<file path="src/rtl/i2c_byte_rx.sv">
// i2c_byte_rx: I2C slave byte receiver (write-only). It acknowledges its
// 7-bit address (write direction only) and then each data byte the consumer
// can accept, presenting every accepted byte on rx_data with a one-clk
// rx_valid pulse.
// Optional build macro: I2C_RX_GLITCH_FILTER_EN adds a 3-sample glitch filter
// on the synchronized SCL/SDA. This adds 2 clk of latency and rejects pulses
// of 2 clk or less.
// Handshake: rx_valid is a one-clk strobe with no back-pressure. rx_full is
// sampled when the 8th data bit is clocked in; if it is high, the byte is
// NACKed and dropped.
module i2c_byte_rx #(
  parameter logic [6:0] SLAVE_ADDR = 7'h50
) (
  input  logic       clk,
  input  logic       reset,
  input  logic       scl_in,
  input  logic       sda_in,
  output logic       sda_oe,
  input  logic       rx_full,
  output logic [7:0] rx_data,
  output logic       rx_valid,
  output logic       busy,
  output logic       addr_match,
  output logic [2:0] dbg_state
);

  typedef enum logic [2:0] {
    IDLE     = 3'd0,
    ADDR     = 3'd1,
    ADDR_ACK = 3'd2,
    DATA     = 3'd3,
    DATA_ACK = 3'd4,
    IGNORE   = 3'd5
  } state_t;

  state_t     state_q, state_n;
  logic [2:0] bit_cnt, bit_cnt_n;
  logic [7:0] shift_q, shift_n;
  logic [7:0] rx_data_n;
  logic       sda_oe_n, rx_valid_n, busy_n, addr_match_n;

  logic scl_meta, scl_sync, sda_meta, sda_sync;
  logic scl_s, sda_s, scl_d, sda_d;

  // Two-flop synchronizers; preset high so reset looks like an idle bus.
  always_ff @(posedge clk) begin
    if (!reset) begin
      scl_meta <= 1'b1;
      scl_sync <= 1'b1;
      sda_meta <= 1'b1;
      sda_sync <= 1'b1;
    end else begin
      scl_meta <= scl_in;
      scl_sync <= scl_meta;
      sda_meta <= sda_in;
      sda_sync <= sda_meta;
    end
  end

`ifdef I2C_RX_GLITCH_FILTER_EN
  logic scl_h1, scl_h2, scl_f, sda_h1, sda_h2, sda_f;

  // Sample history plus held value; a level passes only when 3 samples agree.
  always_ff @(posedge clk) begin
    if (!reset) begin
      scl_h1 <= 1'b1;
      scl_h2 <= 1'b1;
      scl_f  <= 1'b1;
      sda_h1 <= 1'b1;
      sda_h2 <= 1'b1;
      sda_f  <= 1'b1;
    end else begin
      scl_h1 <= scl_sync;
      scl_h2 <= scl_h1;
      scl_f  <= scl_s;
      sda_h1 <= sda_sync;
      sda_h2 <= sda_h1;
      sda_f  <= sda_s;
    end
  end

  assign scl_s = (scl_sync == scl_h1 && scl_h1 == scl_h2) ? scl_sync : scl_f;
  assign sda_s = (sda_sync == sda_h1 && sda_h1 == sda_h2) ? sda_sync : sda_f;
`else
  assign scl_s = scl_sync;
  assign sda_s = sda_sync;
`endif

  // One-clk delayed copies for edge and condition detection.
  always_ff @(posedge clk) begin
    if (!reset) begin
      scl_d <= 1'b1;
      sda_d <= 1'b1;
    end else begin
      scl_d <= scl_s;
      sda_d <= sda_s;
    end
  end

  logic scl_rise, scl_fall, start_c, stop_c;
  logic [7:0] shift_in;

  assign scl_rise = scl_s & ~scl_d;
  assign scl_fall = ~scl_s & scl_d;
  assign start_c  = scl_s & scl_d & sda_d & ~sda_s;
  assign stop_c   = scl_s & scl_d & ~sda_d & sda_s;
  assign shift_in = {shift_q[6:0], sda_s};

  assign dbg_state = state_q;

  // State and output registers; reset aborts any transfer and drops SDA.
  always_ff @(posedge clk) begin
    if (!reset) begin
      state_q    <= IDLE;
      bit_cnt    <= 3'd0;
      shift_q    <= 8'h00;
      sda_oe     <= 1'b0;
      rx_data    <= 8'h00;
      rx_valid   <= 1'b0;
      busy       <= 1'b0;
      addr_match <= 1'b0;
    end else begin
      state_q    <= state_n;
      bit_cnt    <= bit_cnt_n;
      shift_q    <= shift_n;
      sda_oe     <= sda_oe_n;
      rx_data    <= rx_data_n;
      rx_valid   <= rx_valid_n;
      busy       <= busy_n;
      addr_match <= addr_match_n;
    end
  end

  // Next-state logic; bus conditions override SCL-edge handling.
  always_comb begin
    state_n      = state_q;
    bit_cnt_n    = bit_cnt;
    shift_n      = shift_q;
    sda_oe_n     = sda_oe;
    rx_data_n    = rx_data;
    rx_valid_n   = 1'b0;
    busy_n       = busy;
    addr_match_n = addr_match;
    if (start_c) begin
      state_n      = ADDR;
      bit_cnt_n    = 3'd0;
      shift_n      = 8'h00;
      sda_oe_n     = 1'b0;
      busy_n       = 1'b1;
      addr_match_n = 1'b0;
    end else if (stop_c) begin
      state_n      = IDLE;
      bit_cnt_n    = 3'd0;
      sda_oe_n     = 1'b0;
      busy_n       = 1'b0;
      addr_match_n = 1'b0;
    end else begin
      case (state_q)
        ADDR: begin
          if (scl_rise) begin
            shift_n   = shift_in;
            bit_cnt_n = bit_cnt + 3'd1;
            if (bit_cnt == 3'd7) begin
              if (shift_in[7:1] == SLAVE_ADDR && !shift_in[0]) begin
                state_n      = ADDR_ACK;
                addr_match_n = 1'b1;
              end else begin
                state_n = IGNORE;
              end
            end
          end
        end
        DATA: begin
          if (scl_rise) begin
            shift_n   = shift_in;
            bit_cnt_n = bit_cnt + 3'd1;
            if (bit_cnt == 3'd7) begin
              if (!rx_full) begin
                rx_data_n  = shift_in;
                rx_valid_n = 1'b1;
                state_n    = DATA_ACK;
              end else begin
                state_n = IGNORE;
              end
            end
          end
        end
        ADDR_ACK, DATA_ACK: begin
          // First fall drives the ACK bit, second fall ends it.
          if (scl_fall) begin
            if (!sda_oe) begin
              sda_oe_n = 1'b1;
            end else begin
              sda_oe_n  = 1'b0;
              bit_cnt_n = 3'd0;
              state_n   = DATA;
            end
          end
        end
        IGNORE: sda_oe_n = 1'b0;
        IDLE:   sda_oe_n = 1'b0;
        default: begin
          state_n  = IDLE;
          sda_oe_n = 1'b0;
        end
      endcase
    end
  end

endmodule

</file>
<file path="config.mk">
export PLATFORM = sky130hd
export DESIGN_NAME = i2c_byte_rx
export DESIGN_NICKNAME = d
export VERILOG_FILES = /design/src/rtl/i2c_byte_rx.sv
export SDC_FILE = /design/constraint.sdc
export NUM_CORES = 1
export LEC_CHECK = 0
export CAP_MARGIN = 20
export CORE_MARGIN = 8
export CORE_UTILIZATION = 45
export CTS_CLUSTER_DIAMETER = 150
export DETAILED_ROUTE_END_ITERATION = 7
export GPL_ROUTABILITY_DRIVEN = 0
export PLACE_DENSITY = 0.79
export SLEW_MARGIN = 10
export SYNTH_ARGS = -nofsm -noshare
export SYNTH_HDL_FRONTEND = slang
export SYNTH_SLANG_ARGS = --single-unit
</file>
<file path="constraint.sdc">
create_clock -name clk -period 1.4 [get_ports clk]
set_clock_uncertainty 0.05 [all_clocks]
set_input_delay 0.14 -clock clk [delete_from_list [all_inputs] [get_ports clk]]
set_output_delay 0.14 -clock clk [all_outputs]
set_load 0.005 [all_outputs]
</file>
==> results.sh, run 1 <==
export IMPL_status="finished, violations left"
export IMPL_failed_checks="negative setup slack"
export IMPL_cpLargestDelayFamily="compound AO/OA/AOI/OAI gates"
export IMPL_place_area_um2=1780
export IMPL_via_count=1441
export IMPL_fin_util=0.722
export IMPL_fillCellCount=205
export IMPL_ir_worst_vdd_mv=0.615
export IMPL_fin_crit_sh=1.09
export IMPL_die_w_um=71.7
export IMPL_slew_headroom=0.780
export IMPL_yosys_area_share_adder=0.0180
export IMPL_power_leakage_uw=0.00100
export IMPL_drive_above_1_share=0.410
export IMPL_synth_xor_area_share=0.0251
export IMPL_rows=20
export IMPL_fp_coreArea_um2=3000
export IMPL_cp_cell_sequence="buf_6, xnor2_4, o41a_4, a21oi_2, nor2_1"
export IMPL_synthCells=154
export IMPL_yosysWarnings=0
export IMPL_synth_main_ff_cell="dfxtp_1"
export IMPL_syn_nets=161
export IMPL_async_flop_share=0
export IMPL_synth_edf_count=0
export IMPL_tns_ps=-591
export IMPL_initial_core_util=0.464
export IMPL_overflow=0
export IMPL_path_clk_slew_ps=100
export IMPL_setup_ws_ps=-122
export IMPL_drv_cap=0
export IMPL_tightest_slew_ps=329
export IMPL_fin_cells=243
export IMPL_crit_path_start_kind="flip-flop"
export IMPL_die_area_um2=5130
export IMPL_post_synth_cell_area_avg_um2=9.05
export IMPL_yosys_area_top_type="dfxtp_1"
export IMPL_first_global_vias=1435
export IMPL_final_antenna_net_count=0
export IMPL_worstPathMaxFanout=4
export IMPL_syn2layout_area_growth_pct=55.5
export IMPL_finalCriticalPeriod_ps=1520
export IMPL_drc=0
export IMPL_grt_max_degree=11
export IMPL_post_place_cells=222
export IMPL_die_y_um=71.7
export IMPL_multiInputGateArea_um2=853
export IMPL_critPathKind="reg -> reg"
export IMPL_rsz0062_at_grt="true"
export IMPL_synth_top_cell_area_share=0.445
export IMPL_synth_mux_area_frac=0.0575
export IMPL_io_pins=20
export IMPL_drt_iter0_drc=85
export IMPL_synth_cell_types=41
export IMPL_cp_slowest_stage_delay_ps=490
export IMPL_htree_levels=2
export IMPL_viasPerCell=5.93
export IMPL_wl_mm=4.62
export IMPL_finalHoldViolations=0
export IMPL_slew_viol_final=0
export IMPL_crit_buf_inv=1
export IMPL_synth_seq_cells=31
export IMPL_synth_compound_area_share=0.168
export IMPL_grt_usage=0.168
export IMPL_grt_pass1_wl_mm=6.75
export IMPL_fmax_ghz=0.657
export IMPL_slowest_stage="o41a_4"
export IMPL_pwr_density_cell_nw_per_um2=791
export IMPL_n_antenna_cell=0
export IMPL_final_common_cell="buf_4"
export IMPL_cts_root_buf="clkbuf_4"
export IMPL_port_buffers=19
export IMPL_cts_buffer_depth=2
export IMPL_final_cell_area_um2=2170
export IMPL_synth_seq_area_share=0.445
export IMPL_arrival_ps=1690
export IMPL_setup_viol=17
export IMPL_cts_sinks=31
export IMPL_clock_latency_ps=330
export IMPL_critPathRequiredTime_ps=1560
export IMPL_post_place_ws_ps=-173
export IMPL_antenna_found_initial=0
export IMPL_layout_nets=216
export IMPL_endpoint_kind="flip-flop"
export IMPL_wire_per_inst_um=19.0
export IMPL_hp_class="in -> reg"
export IMPL_synth_simple_area_share=0.223
export IMPL_cts_tree="yes"
export IMPL_first_pass_iters=4
export IMPL_numCtsBuffers=5
export IMPL_regArea_um2=649
export IMPL_dpl_hpwl_mm=2.58
export IMPL_synth_area_leaders="dfxtp_1 45%, nand2_1 6.2%, mux2i_1 5.7%"
export IMPL_layout_common_cells="36 x buf_4, 23 x nand2_1, 16 x dfxtp_1"
export IMPL_syn_area_um2=1390
export IMPL_synth_top_family_by_area="simple AND/OR/NAND/NOR gates"
-- state kept, by name (all words and copies together) (netlist names) --
register and cells:
addr_match 1, bit_cnt 3, busy 1, dbg_state 3
rx_data 8, rx_valid 1, scl_d 1, scl_meta 1
scl_s 1, sda_d 1, sda_meta 1, sda_oe 1
sda_s 1, shift_q 7
-- stage by stage --
stage / total power, uW / hold slack (ps)
floorplan: 956 / 191
global placement: 988 / 340
detailed placement: 990 / 352
CTS: 1710 / 318
global route: 1780 / 327
finish: 1710 / 332
-- routing by layer --
layer | up-vias | GRT usage | part of all wire
met2 | 91 | 0.284 | 0.51
met4 | 0 | 0.102 | 0.054
met3 | 26 | 0.0614 | 0.073
met1 | 673 | 0.172 | 0.36
li1 | 651 | - | -
met5 | - | 0 | 0
-- report_power, final --
| group | leakage (uW) | switching, uW | internal, uW |
|---|---|---|---|
| Sequential | 0.000257 | 9.46 | 883 |
| Combinational | 0.000695 | 41.0 | 38.2 |
| Clock | 0.0000482 | 322 | 422 |
-- final timing paths --
path                              startpoint         end  slack [ps]  cells after the start
worst max-delay path            dbg_state[1]  bit_cnt[0]        -120                      5
worst min-delay path                  scl_in    scl_meta         330                      2
worst max register to register  dbg_state[1]  bit_cnt[0]        -120                      5
worst min register to register      scl_meta       scl_s         370                      1
-- cell usage after synthesis, drive strengths merged (2+ instances only) --
cell type and instances:
mux2i 8, a21oi 14, nand2b 7, ha 2, o2111ai 2, nor3 2, nand4b 2, xnor2 2
and4bb 2, xor2 2, nor2 15, a311oi 2, nand2 23, inv 4, o21ai 3, buf 9
nand3 5, dfxtp 31
-- repair_timing --
action,4_1_cts,5_1_grt
setup endpoints to repair,21,28
pin swaps,9,15
buffers inserted,9,4
gates cloned,0,0
hold buffers,0,0
resized for setup,30,28
-- cell type report --
| class | count | area share |
|---|---|---|
| Clock buffer | 6 | 0.0237 |
| Clock inverter | 2 | 0.0162 |
| Inverter | 5 | 0.00982 |
| Multi-Input combinational cell | 108 | 0.394 |
| Sequential cell | 31 | 0.300 |
| Tap cell | 33 | 0.0191 |
| Timing Repair Buffer | 58 | 0.238 |
-- kinds of logic (layout without fill, tap and decap cells) --
kind of cell / Yosys count / after routing
simple gates: 62 / 62
xor+xnor: 4 / 4
compound gates: 32 / 32
flops: 31 / 31
mux: 8 / 8
buf+inv: 15 / 71
fa+ha+maj: 2 / 2
Note: power is estimated with default switching activity, not from simulation.
==> inputs of run 2 (changes only) <==
--- a/config.mk
+++ b/config.mk
@@ -7,11 +7,12 @@
 export LEC_CHECK = 0
 export CAP_MARGIN = 20
 export CORE_MARGIN = 8
-export CORE_UTILIZATION = 45
+export CORE_UTILIZATION = 47
 export CTS_CLUSTER_DIAMETER = 150
 export DETAILED_ROUTE_END_ITERATION = 7
 export GPL_ROUTABILITY_DRIVEN = 0
-export PLACE_DENSITY = 0.79
+export PLACE_DENSITY = 0.81
+export SKIP_CTS_REPAIR_TIMING = 1
 export SLEW_MARGIN = 10
 export SYNTH_ARGS = -nofsm -noshare
 export SYNTH_HDL_FRONTEND = slang
==> results.sh, run 2 (synthesis gave the netlist of run 1 again) <==
export IMPL_status="finished, violations left"
export IMPL_first_pass_iters=4
export IMPL_worstPathMaxFanout=7
export IMPL_cts_root_buf="clkbuf_4"
export IMPL_largest_register_ffs=8
export IMPL_overflow=0
export IMPL_rows=19
export IMPL_finalHoldViolations=0
export IMPL_rsz0062_at_grt="true"
export IMPL_drv_cap=0
export IMPL_drive_above_1_share=0.366
export IMPL_cp_cell_sequence="nand4bb_4, o221ai_4, a21boi_2, o41ai_2"
export IMPL_fmax_ghz=0.665
export IMPL_io_pins=20
export IMPL_post_place_cells=219
export IMPL_slew_viol_final=0
export IMPL_failed_checks="negative setup slack"
export IMPL_grt_max_degree=13
export IMPL_die_w_um=70.5
export IMPL_layout_nets=208
export IMPL_post_place_ws_ps=-192
export IMPL_crit_buf_inv=0
export IMPL_final_common_cell="buf_4"
export IMPL_layout_common_cells="29 x buf_4, 21 x nand2_1, 16 x dfxtp_1"
export IMPL_finalPower_uw=1640
export IMPL_power_leakage_uw=0.00104
export IMPL_antenna_found_initial=0
export IMPL_ir_worst_vdd_mv=1.04
export IMPL_drc=0
export IMPL_slew_headroom=0.815
export IMPL_finalCriticalPeriod_ps=1500
export IMPL_n_antenna_cell=0
export IMPL_pwr_density_cell_nw_per_um2=797
export IMPL_grt_pass1_wl_mm=6.06
export IMPL_die_area_um2=4960
export IMPL_drt_iter0_drc=85
export IMPL_path_clk_slew_ps=100
export IMPL_via_count=1322
export IMPL_cp_slowest_stage_delay_ps=400
export IMPL_clock_latency_ps=340
export IMPL_htree_levels=2
export IMPL_dpl_hpwl_mm=2.62
export IMPL_syn2layout_area_growth_pct=47.9
export IMPL_numCtsBuffers=5
export IMPL_cts_buffer_depth=2
export IMPL_setup_viol=11
export IMPL_top_register="rx_data"
export IMPL_cts_sinks=31
export IMPL_crit_path_start_kind="flip-flop"
export IMPL_wl_mm=3.78
export IMPL_arrival_ps=1690
export IMPL_first_global_vias=1298
export IMPL_initial_core_util=0.501
export IMPL_hp_class="in -> reg"
export IMPL_endpoint_kind="flip-flop"
export IMPL_wire_per_inst_um=16.2
export IMPL_viasPerCell=5.67
export IMPL_die_y_um=70.5
export IMPL_reg_top3="rx_data x8, shift_q x7"
export IMPL_fp_coreArea_um2=2780
export IMPL_fin_cells=233
export IMPL_critPathKind="reg -> reg"
export IMPL_critPathRequiredTime_ps=1590
export IMPL_grt_usage=0.150
export IMPL_tightest_slew_ps=276
export IMPL_final_antenna_net_count=0
export IMPL_fin_crit_sh=1.07
export IMPL_cts_tree="yes"
export IMPL_cpLargestDelayFamily="compound AO/OA/AOI/OAI gates"
export IMPL_port_buffers=19
export IMPL_setup_ws_ps=-103
export IMPL_slowest_stage="dfxtp_4"
-- run 2: final timing paths --
check / to / slack [ps] / depth (start not counted) / startpoint
max: dbg_state[0] / -100 / 4 / dbg_state[2]
max reg2reg: dbg_state[0] / -100 / 4 / dbg_state[2]
min: scl_meta / 320 / 2 / scl_in
min reg2reg: scl_s / 370 / 1 / scl_meta
-- run 2: routing by layer --
layer,vias up,global-route usage,wire (um)
met2,43,0.263,1890
met4,0,0.0670,108
li1,632,-,-
met5,-,0,0
met1,636,0.158,1560
met3,11,0.0480,223
-- run 2: final cells by class --
class                           instances  area (um2)
Timing Repair Buffer                   50         472
Multi-Input combinational cell        108         805
Sequential cell                        31         647
Inverter                                5        18.8
Clock buffer                            7        76.3
Tap cell                               31        38.8
Fill cell                             189         719
Clock inverter                          1        5.00
-- run 2: metrics by stage --
step	TNS, ps	util	hold slack, ps	area, um2
finish	-364	0.741	325	2060
global route	-1070	0.741	337	2060
detailed placement	-485	0.637	353	1770
floorplan	-196	-	191	1430
CTS	-1560	0.667	320	1850
global placement	-61.4	0.637	343	1770
-- run 2: power by group --
group	internal, uW	switching [uW]	total (uW)
Clock	350	322	672
Combinational	40.2	41.0	81.3
Sequential	884	6.83	891
==> inputs of run 3 (changes only) <==
--- a/config.mk
+++ b/config.mk
@@ -6,13 +6,13 @@
 export NUM_CORES = 1
 export LEC_CHECK = 0
 export CAP_MARGIN = 20
-export CORE_MARGIN = 8
 export CORE_UTILIZATION = 47
 export CTS_CLUSTER_DIAMETER = 150
 export DETAILED_ROUTE_END_ITERATION = 7
 export GPL_ROUTABILITY_DRIVEN = 0
 export PLACE_DENSITY = 0.81
 export SKIP_CTS_REPAIR_TIMING = 1
+export SKIP_LAST_GASP = 1
 export SLEW_MARGIN = 10
 export SYNTH_ARGS = -nofsm -noshare
 export SYNTH_HDL_FRONTEND = slang
==> results.sh, run 3 (synthesis gave the netlist of run 1 again) <==
export IMPL_status="finished, violations left"
export IMPL_failed_checks="negative setup slack"
export IMPL_cp_cell_sequence="clkdlybuf4s50_1"
export IMPL_cts_buffer_depth=2
export IMPL_finalCriticalPeriod_ps=1480
export IMPL_regArea_um2=648
export IMPL_antenna_found_initial=0
export IMPL_critPathKind="reg -> out"
export IMPL_top_register="rx_data"
export IMPL_endpoint_kind="output pin"
export IMPL_arrival_ps=1290
export IMPL_clock_latency_ps=330
export IMPL_cts_root_buf="clkbuf_4"
export IMPL_switching_power_uw=357
export IMPL_numCtsBuffers=5
export IMPL_pwr_density_cell_nw_per_um2=798
export IMPL_clkPwrFrac=0.380
export IMPL_cpLargestDelayFamily="buffers and inverters"
export IMPL_cts_tree="yes"
export IMPL_ir_worst_vdd_mv=0.957
export IMPL_drt_iter0_drc=42
export IMPL_htree_levels=2
export IMPL_power_leakage_uw=0.000864
export IMPL_power_internal_uw=1230
export IMPL_overflow=0
export IMPL_path_clk_slew_ps=100
export IMPL_worstPathMaxFanout=11
export IMPL_final_common_cell="buf_4"
export IMPL_grt_usage=0.230
export IMPL_critPathRequiredTime_ps=1210
export IMPL_n_antenna_cell=0
export IMPL_drv_cap=0
export IMPL_fp_coreArea_um2=2780
export IMPL_cts_sinks=31
export IMPL_setup_viol=8
export IMPL_cp_slowest_stage_delay_ps=520
export IMPL_dpl_hpwl_mm=2.49
export IMPL_finalHoldViolations=0
export IMPL_initial_core_util=0.501
export IMPL_grt_pass1_wl_mm=5.59
export IMPL_largest_register_ffs=8
export IMPL_port_buffers=19
export IMPL_slew_headroom=0.817
export IMPL_fillCellCount=196
export IMPL_die_area_um2=3190
export IMPL_fmax_ghz=0.676
export IMPL_multiInputGateArea_um2=768
export IMPL_fin_crit_sh=1.06
export IMPL_final_antenna_net_count=0
export IMPL_first_global_vias=1284
export IMPL_layout_common_cells="27 x buf_4, 23 x nand2_1, 15 x nor2_1, 15 x dfxtp_1"
export IMPL_post_place_ws_ps=-155
export IMPL_crit_path_start_kind="flip-flop"
export IMPL_holdWs_ps=319
export IMPL_swShare=0.225
export IMPL_drive_above_1_share=0.342
export IMPL_grt_max_degree=13
export IMPL_wire_per_inst_um=15.6
export IMPL_rsz0062_at_grt="true"
export IMPL_die_w_um=56.5
export IMPL_setup_ws_ps=-79.4
export IMPL_comb_power_share=0.057
export IMPL_first_pass_iters=4
export IMPL_crit_buf_inv=1
export IMPL_rows=19
export IMPL_viasPerCell=5.75
export IMPL_slew_viol_final=0
export IMPL_syn2layout_area_growth_pct=42.5
export IMPL_wl_mm=3.60
export IMPL_fin_util=0.714
export IMPL_die_y_um=56.5
export IMPL_p_seq_frac=0.563
export IMPL_layout_nets=206
export IMPL_slowest_stage="clkdlybuf4s50_1"
export IMPL_hp_class="in -> reg"
export IMPL_drc=0
export IMPL_reg_top3="rx_data x8, shift_q x7"
export IMPL_via_count=1322
export IMPL_tightest_slew_ps=274
export IMPL_finalPower_uw=1590
export IMPL_io_pins=20
## run 3: cell types whose count changed in the layout (fill, tap and decap cells not counted), sizes merged
cell | previous run | this run
clkdlybuf4s50 | 6 | 14
dlymetal6s2s | 13 | 5
buf | 31 | 29
clkinv | 2 | 1
## run 3: cell type report
| cell class | count | share of cell area |
|---|---|---|
| multi-input cells | 108 | 0.387 |
| flip-flops and latches | 31 | 0.326 |
| repair buffers | 48 | 0.224 |
| clock buffers | 7 | 0.0334 |
| well taps | 31 | 0.0195 |
| inverters | 5 | 0.00945 |
## run 3: worst paths after layout
path,from,to,slack [ps],depth (start not counted)
setup reg to reg,scl_d,bit_cnt[0],-60,4
setup / recovery,dbg_state[0],dbg_state[0],-80,1
hold reg to reg,sda_meta,sda_s,380,1
hold / removal,scl_in,scl_meta,320,2
## run 3: through the flow
step | TNS (ps) | instance area [um2] | std cells
6_report | -268 | 1990 | 230
5_1_grt | -801 | 1990 | 230
4_1_cts | -1640 | 1840 | 226
3_5_place_dp | -662 | 1770 | 219
3_3_place_gp | -76.2 | 1770 | 219
2_1_floorplan | -196 | 1430 | 154
## run 3: power by group through the flow
| stage | Combinational (uW) | Clock, uW | Sequential [uW] |
|---|---|---|---|
| 2_1_floorplan | 45.3 | 0 | 911 |
| 3_3_place_gp | 79.6 | 0 | 915 |
| 3_5_place_dp | 81.1 | 0 | 916 |
| 4_1_cts | 82.0 | 610 | 895 |
| 5_1_grt | 98.7 | 649 | 894 |
| 6_report | 89.9 | 603 | 892 |
## run 3: layer usage
metal  track usage  wire [um]  vias up
li1              -          -      627
met1         0.249       1510      641
met2         0.415       1830       42
met3        0.0645        157       12
met4        0.0976        107        0
met5             0          0        -
